===== config.mk =====
export PLATFORM = sky130hd
export DESIGN_NAME = muldiv_unit
export DESIGN_NICKNAME = d
export VERILOG_FILES = /design/src/rtl/muldiv_unit.sv
export SDC_FILE = /design/constraint.sdc
export NUM_CORES = 1
export LEC_CHECK = 0
export CORE_AREA = 4 4 271 273
export DETAILED_ROUTE_END_ITERATION = 8
export DIE_AREA = 0 0 275 277
export PLACE_DENSITY = 0.41
export SLEW_MARGIN = 20
export SYNTH_ARGS = -nofsm -noshare
export SYNTH_HDL_FRONTEND = slang
export SYNTH_SLANG_ARGS = --single-unit

===== constraint.sdc =====
create_clock -name clk -period 4.4 [get_ports clk]
set_input_delay 1.1 -clock clk [delete_from_list [all_inputs] [get_ports clk]]
set_output_delay 1.1 -clock clk [all_outputs]
set_load 0.02 [all_outputs]

===== src/rtl/muldiv_unit.sv =====
// Iterative 32-bit multiply/divide unit with the HI/LO register pair.
// MULT/MULTU/DIV/DIVU take 34 cycles (32 CALC + 1 FIX + accept); MTHI/MTLO land when idle.
module muldiv_unit (
  input  logic        clk,
  input  logic        resetn,
  input  logic        start,
  input  logic [1:0]  op,
  input  logic [31:0] src_a,
  input  logic [31:0] src_b,
  input  logic        cancel,
  input  logic        hi_we,
  input  logic        lo_we,
  input  logic [31:0] mt_wdata,
  output logic        busy,
  output logic        done,
  output logic [31:0] hi_rdata,
  output logic [31:0] lo_rdata
);

  localparam logic [1:0] S_IDLE = 2'd0;
  localparam logic [1:0] S_CALC = 2'd1;
  localparam logic [1:0] S_FIX  = 2'd2;

  logic [1:0]  state_q, state_d;
  logic [4:0]  cnt_q, cnt_d;
  logic        is_div_q, is_div_d;
  logic        sgn_q, sgn_d;
  logic        sa_q, sa_d;
  logic        sb_q, sb_d;
  logic [31:0] a_q, a_d;
  logic [31:0] b_q, b_d;
  logic [31:0] acc_hi_q, acc_hi_d;
  logic [31:0] acc_lo_q, acc_lo_d;
  logic [31:0] hi_q, hi_d;
  logic [31:0] lo_q, lo_d;
  logic        done_q, done_d;

  logic        in_sa, in_sb;
  logic [31:0] mag_a, mag_b;
  logic [32:0] mul_sum;
  logic [32:0] rem_shift;
  logic        rem_ge;
  logic [31:0] rem_sub;
  logic [63:0] prod;
  logic [63:0] prod_fix;
  logic [31:0] quot_fix, rem_fix;

  // Operand signs only matter for the signed ops (op[0] == 0).
  assign in_sa = src_a[31] & ~op[0];
  assign in_sb = src_b[31] & ~op[0];
  assign mag_a = in_sa ? (~src_a + 32'd1) : src_a;
  assign mag_b = in_sb ? (~src_b + 32'd1) : src_b;

  assign mul_sum   = {1'b0, acc_hi_q} + (acc_lo_q[0] ? {1'b0, a_q} : 33'd0);
  // 33-bit partial remainder; the difference fits 32 bits whenever it is taken.
  assign rem_shift = {acc_hi_q, acc_lo_q[31]};
  assign rem_ge    = rem_shift >= {1'b0, b_q};
  assign rem_sub   = rem_shift[31:0] - b_q;

  assign prod     = {acc_hi_q, acc_lo_q};
  assign prod_fix = (sgn_q && (sa_q ^ sb_q)) ? (~prod + 64'd1) : prod;
  assign quot_fix = (sgn_q && (sa_q ^ sb_q)) ? (~acc_lo_q + 32'd1) : acc_lo_q;
  assign rem_fix  = (sgn_q && sa_q) ? (~acc_hi_q + 32'd1) : acc_hi_q;

  // NOTE: every variable gets its default first so no path leaves one unassigned (no latches).
  always_comb begin
    state_d  = state_q;
    cnt_d    = cnt_q;
    is_div_d = is_div_q;
    sgn_d    = sgn_q;
    sa_d     = sa_q;
    sb_d     = sb_q;
    a_d      = a_q;
    b_d      = b_q;
    acc_hi_d = acc_hi_q;
    acc_lo_d = acc_lo_q;
    hi_d     = hi_q;
    lo_d     = lo_q;
    done_d   = 1'b0;

    case (state_q)
      S_IDLE: begin
        if (hi_we) hi_d = mt_wdata;
        if (lo_we) lo_d = mt_wdata;
        if (start) begin
          is_div_d = op[1];
          sgn_d    = ~op[0];
          sa_d     = in_sa;
          sb_d     = in_sb;
          a_d      = mag_a;
          b_d      = mag_b;
          acc_hi_d = 32'd0;
          acc_lo_d = op[1] ? mag_a : mag_b;
          cnt_d    = 5'd0;
          state_d  = S_CALC;
        end
      end
      S_CALC: begin
        if (is_div_q) begin
          acc_hi_d = rem_ge ? rem_sub : rem_shift[31:0];
          acc_lo_d = {acc_lo_q[30:0], rem_ge};
        end else begin
          acc_hi_d = mul_sum[32:1];
          acc_lo_d = {mul_sum[0], acc_lo_q[31:1]};
        end
        cnt_d = cnt_q + 5'd1;
        if (cnt_q == 5'd31) state_d = S_FIX;
      end
      S_FIX: begin
        state_d = S_IDLE;
        if (!cancel) begin
          done_d = 1'b1;
          if (!is_div_q) begin
            {hi_d, lo_d} = prod_fix;
          end else if (b_q == 32'd0) begin
            lo_d = 32'hFFFF_FFFF;
            hi_d = (sgn_q && sa_q) ? (~a_q + 32'd1) : a_q;
          end else begin
            lo_d = quot_fix;
            hi_d = rem_fix;
          end
        end
      end
      default: state_d = S_IDLE;
    endcase

    if (cancel && (state_q != S_IDLE)) state_d = S_IDLE;
  end

  // NOTE: state uses non-blocking assignments so every register samples pre-edge values.
  always_ff @(posedge clk or negedge resetn) begin
    if (!resetn) begin
      state_q  <= S_IDLE;
      cnt_q    <= 5'd0;
      is_div_q <= 1'b0;
      sgn_q    <= 1'b0;
      sa_q     <= 1'b0;
      sb_q     <= 1'b0;
      a_q      <= 32'd0;
      b_q      <= 32'd0;
      acc_hi_q <= 32'd0;
      acc_lo_q <= 32'd0;
      hi_q     <= 32'd0;
      lo_q     <= 32'd0;
      done_q   <= 1'b0;
    end else begin
      state_q  <= state_d;
      cnt_q    <= cnt_d;
      is_div_q <= is_div_d;
      sgn_q    <= sgn_d;
      sa_q     <= sa_d;
      sb_q     <= sb_d;
      a_q      <= a_d;
      b_q      <= b_d;
      acc_hi_q <= acc_hi_d;
      acc_lo_q <= acc_lo_d;
      hi_q     <= hi_d;
      lo_q     <= lo_d;
      done_q   <= done_d;
    end
  end

  assign busy     = (state_q != S_IDLE);
  assign done     = done_q;
  assign hi_rdata = hi_q;
  assign lo_rdata = lo_q;

endmodule


# After elaboration in Yosys (flattened, before gate mapping)
# Cells that the tools add are included.
[word_totals]
register_bits = 204
output_inout_bits = 66
wordCells = 88
input_bits = 104
[op_classes]
n_bitwise = 10
n_reduce_logical = 13
magnitude_cmp = 1
eq_ne = 9
mux = 33
n_addsub = 9
[op_table]
columns = ["cell", "count"]
rows = [
  ["$mux 32", 20],
  ["$pmux 32 s2", 4],
  ["$add 32x1->32 const B", 5],
  ["$not 32->32", 5],
  ["$add 64x1->64 const B", 1],
  ["$mux 64", 1],
  ["$not 64->64", 1],
  ["$add 32x32->33", 1],
  ["$ge 33x32->1", 1],
  ["$logic_not 32->1", 1],
  ["$sub 32x32->32", 1],
  ["$pmux 5 s2", 1],
  ["$ne 2x2->1 const B", 4],
  ["$mux 2", 3],
  ["$ne 3x3->1 const B", 2],
  ["$reduce_and 2->1", 3],
  ["$reduce_and 3->1", 2],
  ["$reduce_bool 2->1", 3],
  ["$add 5x1->5 const B", 1],
  ["$eq 5x5->1 const B", 1],
  ["$mux 5", 1],
  ["$pmux 2 s2", 1],
  ["$logic_and 1x1->1", 3],
  ["$and 1x1->1", 2],
  ["6 further kinds", 7],
]

# Logic depth before layout (Yosys ltp)
[logic_depth]
depth_word = 7
ltp_mapped = 14

# Worst setup path after synthesis
# Ideal clock, no wire load.
[synth_path]
path_kind = "in2reg"
from = "in src_a[12]"
to = "reg acc_lo_q[26]"
arrival_time_ns = 3.208
setup_time_ns = 0.138
path_buffers = 0
required_ns = 4.262
stages = 9
slack_ns = 1.054
cell_sequence = "or4_4 > or4b_4 > o41ai_4 > o21ai_2 > a21oi_2 > xor2_1 > nor2_1 > nor2_1 > a22oi_1"
[synth_via]
elab_chain_len = 6
[synth_rtl]
columns = ["item", "line", "source"]
rows = [
  ["from (decl)", "8", "input logic [31:0] src_a,"],
  ["$not 32->32", "51", "assign mag_a = in_sa ? (~src_a + 32'd1) : src_a;"],
  ["$add 32x1->32", "51", ""],
  ["$mux 32", "51", ""],
  ["$mux 32", "93", "acc_lo_d = op[1] ? mag_a : mag_b;"],
  ["$mux 32", "85", "if (start) begin"],
  ["$pmux 32 s2", "81", "case (state_q)"],
  ["to (signal assigned)", "156", "acc_lo_q <= acc_lo_d;"],
  ["to (decl)", "33", "logic [31:0] acc_lo_q, acc_lo_d;"],
]
# No other way between the ends. The select of a mux whose other input is x is not followed.
# A chain may end at the register's enable or synchronous reset.

# Final worst setup path
[layout_path]
from = "reg b_q[0]"
to = "reg acc_hi_q[30]"
[layout_via]
elab_chain_len = 4
[layout_rtl]
columns = ["item", "line", "source"]
rows = [
  ["from (decl)", "31", "logic [31:0] b_q, b_d;"],
  ["from (signal assigned)", "140", "b_q <= 32'd0;"],
  ["from (signal assigned)", "154", "b_q <= b_d;"],
  ["$sub 32x32->32 / $ge 33x32->1 (equally long branches)", "58, 57", ""],
  ["$mux 32 *", "100", "acc_hi_d = rem_ge ? rem_sub : rem_shift[31:0];"],
  ["$mux 32 *", "99", "if (is_div_q) begin"],
  ["$pmux 32 s2 *", "81", ""],
  ["to (signal assigned)", "155", "acc_hi_q <= acc_hi_d;"],
  ["to (decl)", "32", "logic [31:0] acc_hi_q, acc_hi_d;"],
]
# Every way passes the cells marked *; elsewhere a longest branch is shown, timed or not.

==> out/summary.txt <==
DIE AREA -> 76,200 µm²
Seq cells post-synth -> 204
Power Total -> 0.0130 W
worst r2r dst -> acc_hi_q[30]$_DFFE_PN0P_
post-synthesis sequential area ratio -> 0.290
Cells after Synth -> 2,283
leakage power -> 8.82 nW
ys flop type -> dfrtp_1
dominant cells by area after synthesis -> dfrtp_1, o21ai_0, xnor2_1, nand2_1, a21oi_1
setup ws final -> 603 ps
Skew-Pair Late Insertion Delay -> 560 ps
area share of the largest cell type after synthesis -> 0.290
via count -> 17,900
R2R Setup Slk -> 600 ps
asr flop ratio synth -> 1.00
power per cell area -> 598 nW/µm²
Synth Net Count -> 2,460
total CTS buffers -> 28
CTS Root Cell -> clkbuf_16
Hold Violations, Final -> 0
synthesized area per cell -> 7.72 µm²
DR WL/cell -> 23.6 µm
Area Overhead vs Synth -> 22.9%
skew final -> 12.7 ps
Die Width -> 275 µm
vias in the first global route -> 17,500
Critical Path Start -> b_q[0]$_DFFE_PN0P_
register clock-pin slew on the reported worst setup and hold paths -> 60 ps
Buffers on Ports -> 169
final setup vio count -> 0
end point of the critical path -> acc_hi_q[30]$_DFFE_PN0P_
global-route wire length before repair -> 117,000 µm
clk buf depth -> 3
worst vdd ir -> 0.292 mV
share of cells above drive strength 1 -> 0.0713
Post-synth EDFFs -> 0
Reg2Reg Depth -> 12
Final Critical Period -> 3800 ps
Final Core Density -> 0.305
yosys warns -> 0
Critical Path RT -> 4840 ps
Worst Tran Pin Value -> 982 ps
Final ANT Viol Nets -> 0
core region area -> 71,100 µm²
antenna violations before repair -> 2
Starting Density -> 0.248
count of cell types in the netlist -> 82
max frequency -> 263 MHz
largest net degree at the start of global routing -> 72
max-cap viol count -> 0
num ports -> 170
worst path arrival time -> 4230 ps
grt total ovfl -> 0
Die H -> 277 µm
max-slew violations -> 0
RSZ-0062 raised after global routing -> no
crit path kind -> reg2reg
GPL Wtd Cong -> 0.918
most frequent cells in the layout -> nand2_1, o21ai_0, dfrtp_1
Slew headroom -> 0.340
First-pass DRT Iterations -> 6
cts hold-fix bufs -> 0
H-tree Lvls -> 1
most common cell after layout, fill and taps aside -> nand2_1
clk sink count -> 204
synthesized area -> 17,600 µm²
Crit Reg-Reg Startpoint -> b_q[0]$_DFFE_PN0P_
drt total wl -> 79,600 µm
Yosys top cell by area -> dfrtp_1
pre-CTS setup slack -> 270 ps
Vias per Instance -> 5.30
CP Max Fanout -> 4
status -> completed
Fin Setup TNS -> 0 ps
Site Rows -> 98
worst min-delay path class -> reg2reg
Total GRT Usage -> 0.202
post-CTS sizing -> 0
diode count -> 0
period utilisation layout -> 0.863
CP Launch Type -> flip-flop
Post-CTS Setup Bufs -> 0
DR iter-0 viols -> 1,384
final net count -> 2,585
number of fill cells -> 7,705
hpwl dp -> 64,000 µm
worst hold slack -> 481 ps
CTS tree -> done
Post-route DRC -> 0
crit path capture type -> flip-flop
-- flip-flops by register name, indices dropped and copies added, names as in the netlist --
signal and flops:
b_q 32, state_q 2, hi_rdata 32, lo_rdata 32, is_div_q 1, done 1, sgn_q 1, sb_q 1
acc_lo_q 32, cnt_q 5, sa_q 1, a_q 32, acc_hi_q 32
-- cell families after synthesis --
group,after synthesis,share of synthesized area
buffers and inverters,235,0.0525
AND/OR/NAND/NOR,738,0.199
flip-flops,204,0.290
AO/OA/AOI/OAI,767,0.270
XOR/XNOR,217,0.108
multiplexers,49,0.0280
adder cells (fa/ha/maj),73,0.0527
-- synthesized netlist by cell type (11+ instances only) --
master and instances:
nor2_1 162, and3_1 12, a22oi_1 20, nor4_1 30
nor2b_1 12, o22ai_1 33, a21oi_1 179, nand2b_1 20
o21ai_0 242, a21o_1 39, and2_1 49, o21ai_1 13
o41ai_1 11, mux2i_1 46, dfrtp_1 204, nand4_1 20
nand3_1 37, ha_1 71, o211ai_1 22, a211oi_1 63
nor3_1 65, or3_1 23, inv_1 72, clkbuf_1 137
a31oi_1 23, buf_2 13, xor2_1 102, nand2_1 267
xnor2_1 115, o31ai_1 33
-- stage by stage --
| step | std cells | area, µm² |
|---|---|---|
| after floorplan | 2283 | 17600 |
| after global placement | 3328 | 20600 |
| after detailed placement | 3328 | 20600 |
| after CTS | 3377 | 21700 |
| after global routing | 3377 | 21700 |
| final | 3377 | 21700 |
-- power by group --
group	switching (W)	total, W	leakage (nW)	internal (W)
combinational	0.00417	0.00699	5.81	0.00282
sequential	0.00101	0.00340	2.50	0.00239
clock	0.000916	0.00258	0.509	0.00166
total	0.00610	0.0130	8.82	0.00687
-- worst min-delay path by stage --
stage | startpoint | slack, ps | endpoint | cells past startpoint
floorplan | cnt_q[3]$_DFFE_PN0P_ | 450 | cnt_q[3]$_DFFE_PN0P_ | 1
global placement | hi_rdata[3]$_DFFE_PN0P_ | 470 | hi_rdata[3]$_DFFE_PN0P_ | 2
detailed placement | hi_rdata[3]$_DFFE_PN0P_ | 470 | hi_rdata[3]$_DFFE_PN0P_ | 2
CTS | hi_rdata[3]$_DFFE_PN0P_ | 480 | hi_rdata[3]$_DFFE_PN0P_ | 2
global route | lo_rdata[12]$_DFFE_PN0P_ | 510 | lo_rdata[12]$_DFFE_PN0P_ | 2
finish | hi_rdata[3]$_DFFE_PN0P_ | 480 | hi_rdata[3]$_DFFE_PN0P_ | 2
-- layer usage --
metal | up-vias | GRT usage | part of all wire
met1 | 8833 | 0.272 | 0.45
met2 | 461 | 0.348 | 0.49
met4 | 0 | 0.0482 | 0.024
met5 | - | 0 | 0
met3 | 90 | 0.0198 | 0.040
li1 | 8523 | - | -
-- cell type report --
type | instances | area, µm² | area share
Clock inverter | 9 | 203 | 0.00935
Sequential cell | 204 | 5110 | 0.236
Inverter | 72 | 270 | 0.0125
Timing Repair Buffer | 258 | 2410 | 0.111
Clock buffer | 40 | 837 | 0.0386
Tap cell | 950 | 1190 | 0.0549
Multi-Input combinational cell | 1844 | 11600 | 0.538
-- worst max-delay path, cell delays in order (launching register included) --
cell,delay (ps)
dfrtp_1,410
ha_1,190
inv_1,50
fa_1,400
a21o_1,210
a311oi_1,470
nor2_1,100
o31ai_1,760
o21ba_2,320
o31ai_1,110
or3_1,320
a211oi_1,250
a211oi_1,70
(Power assumes the default switching activity.)
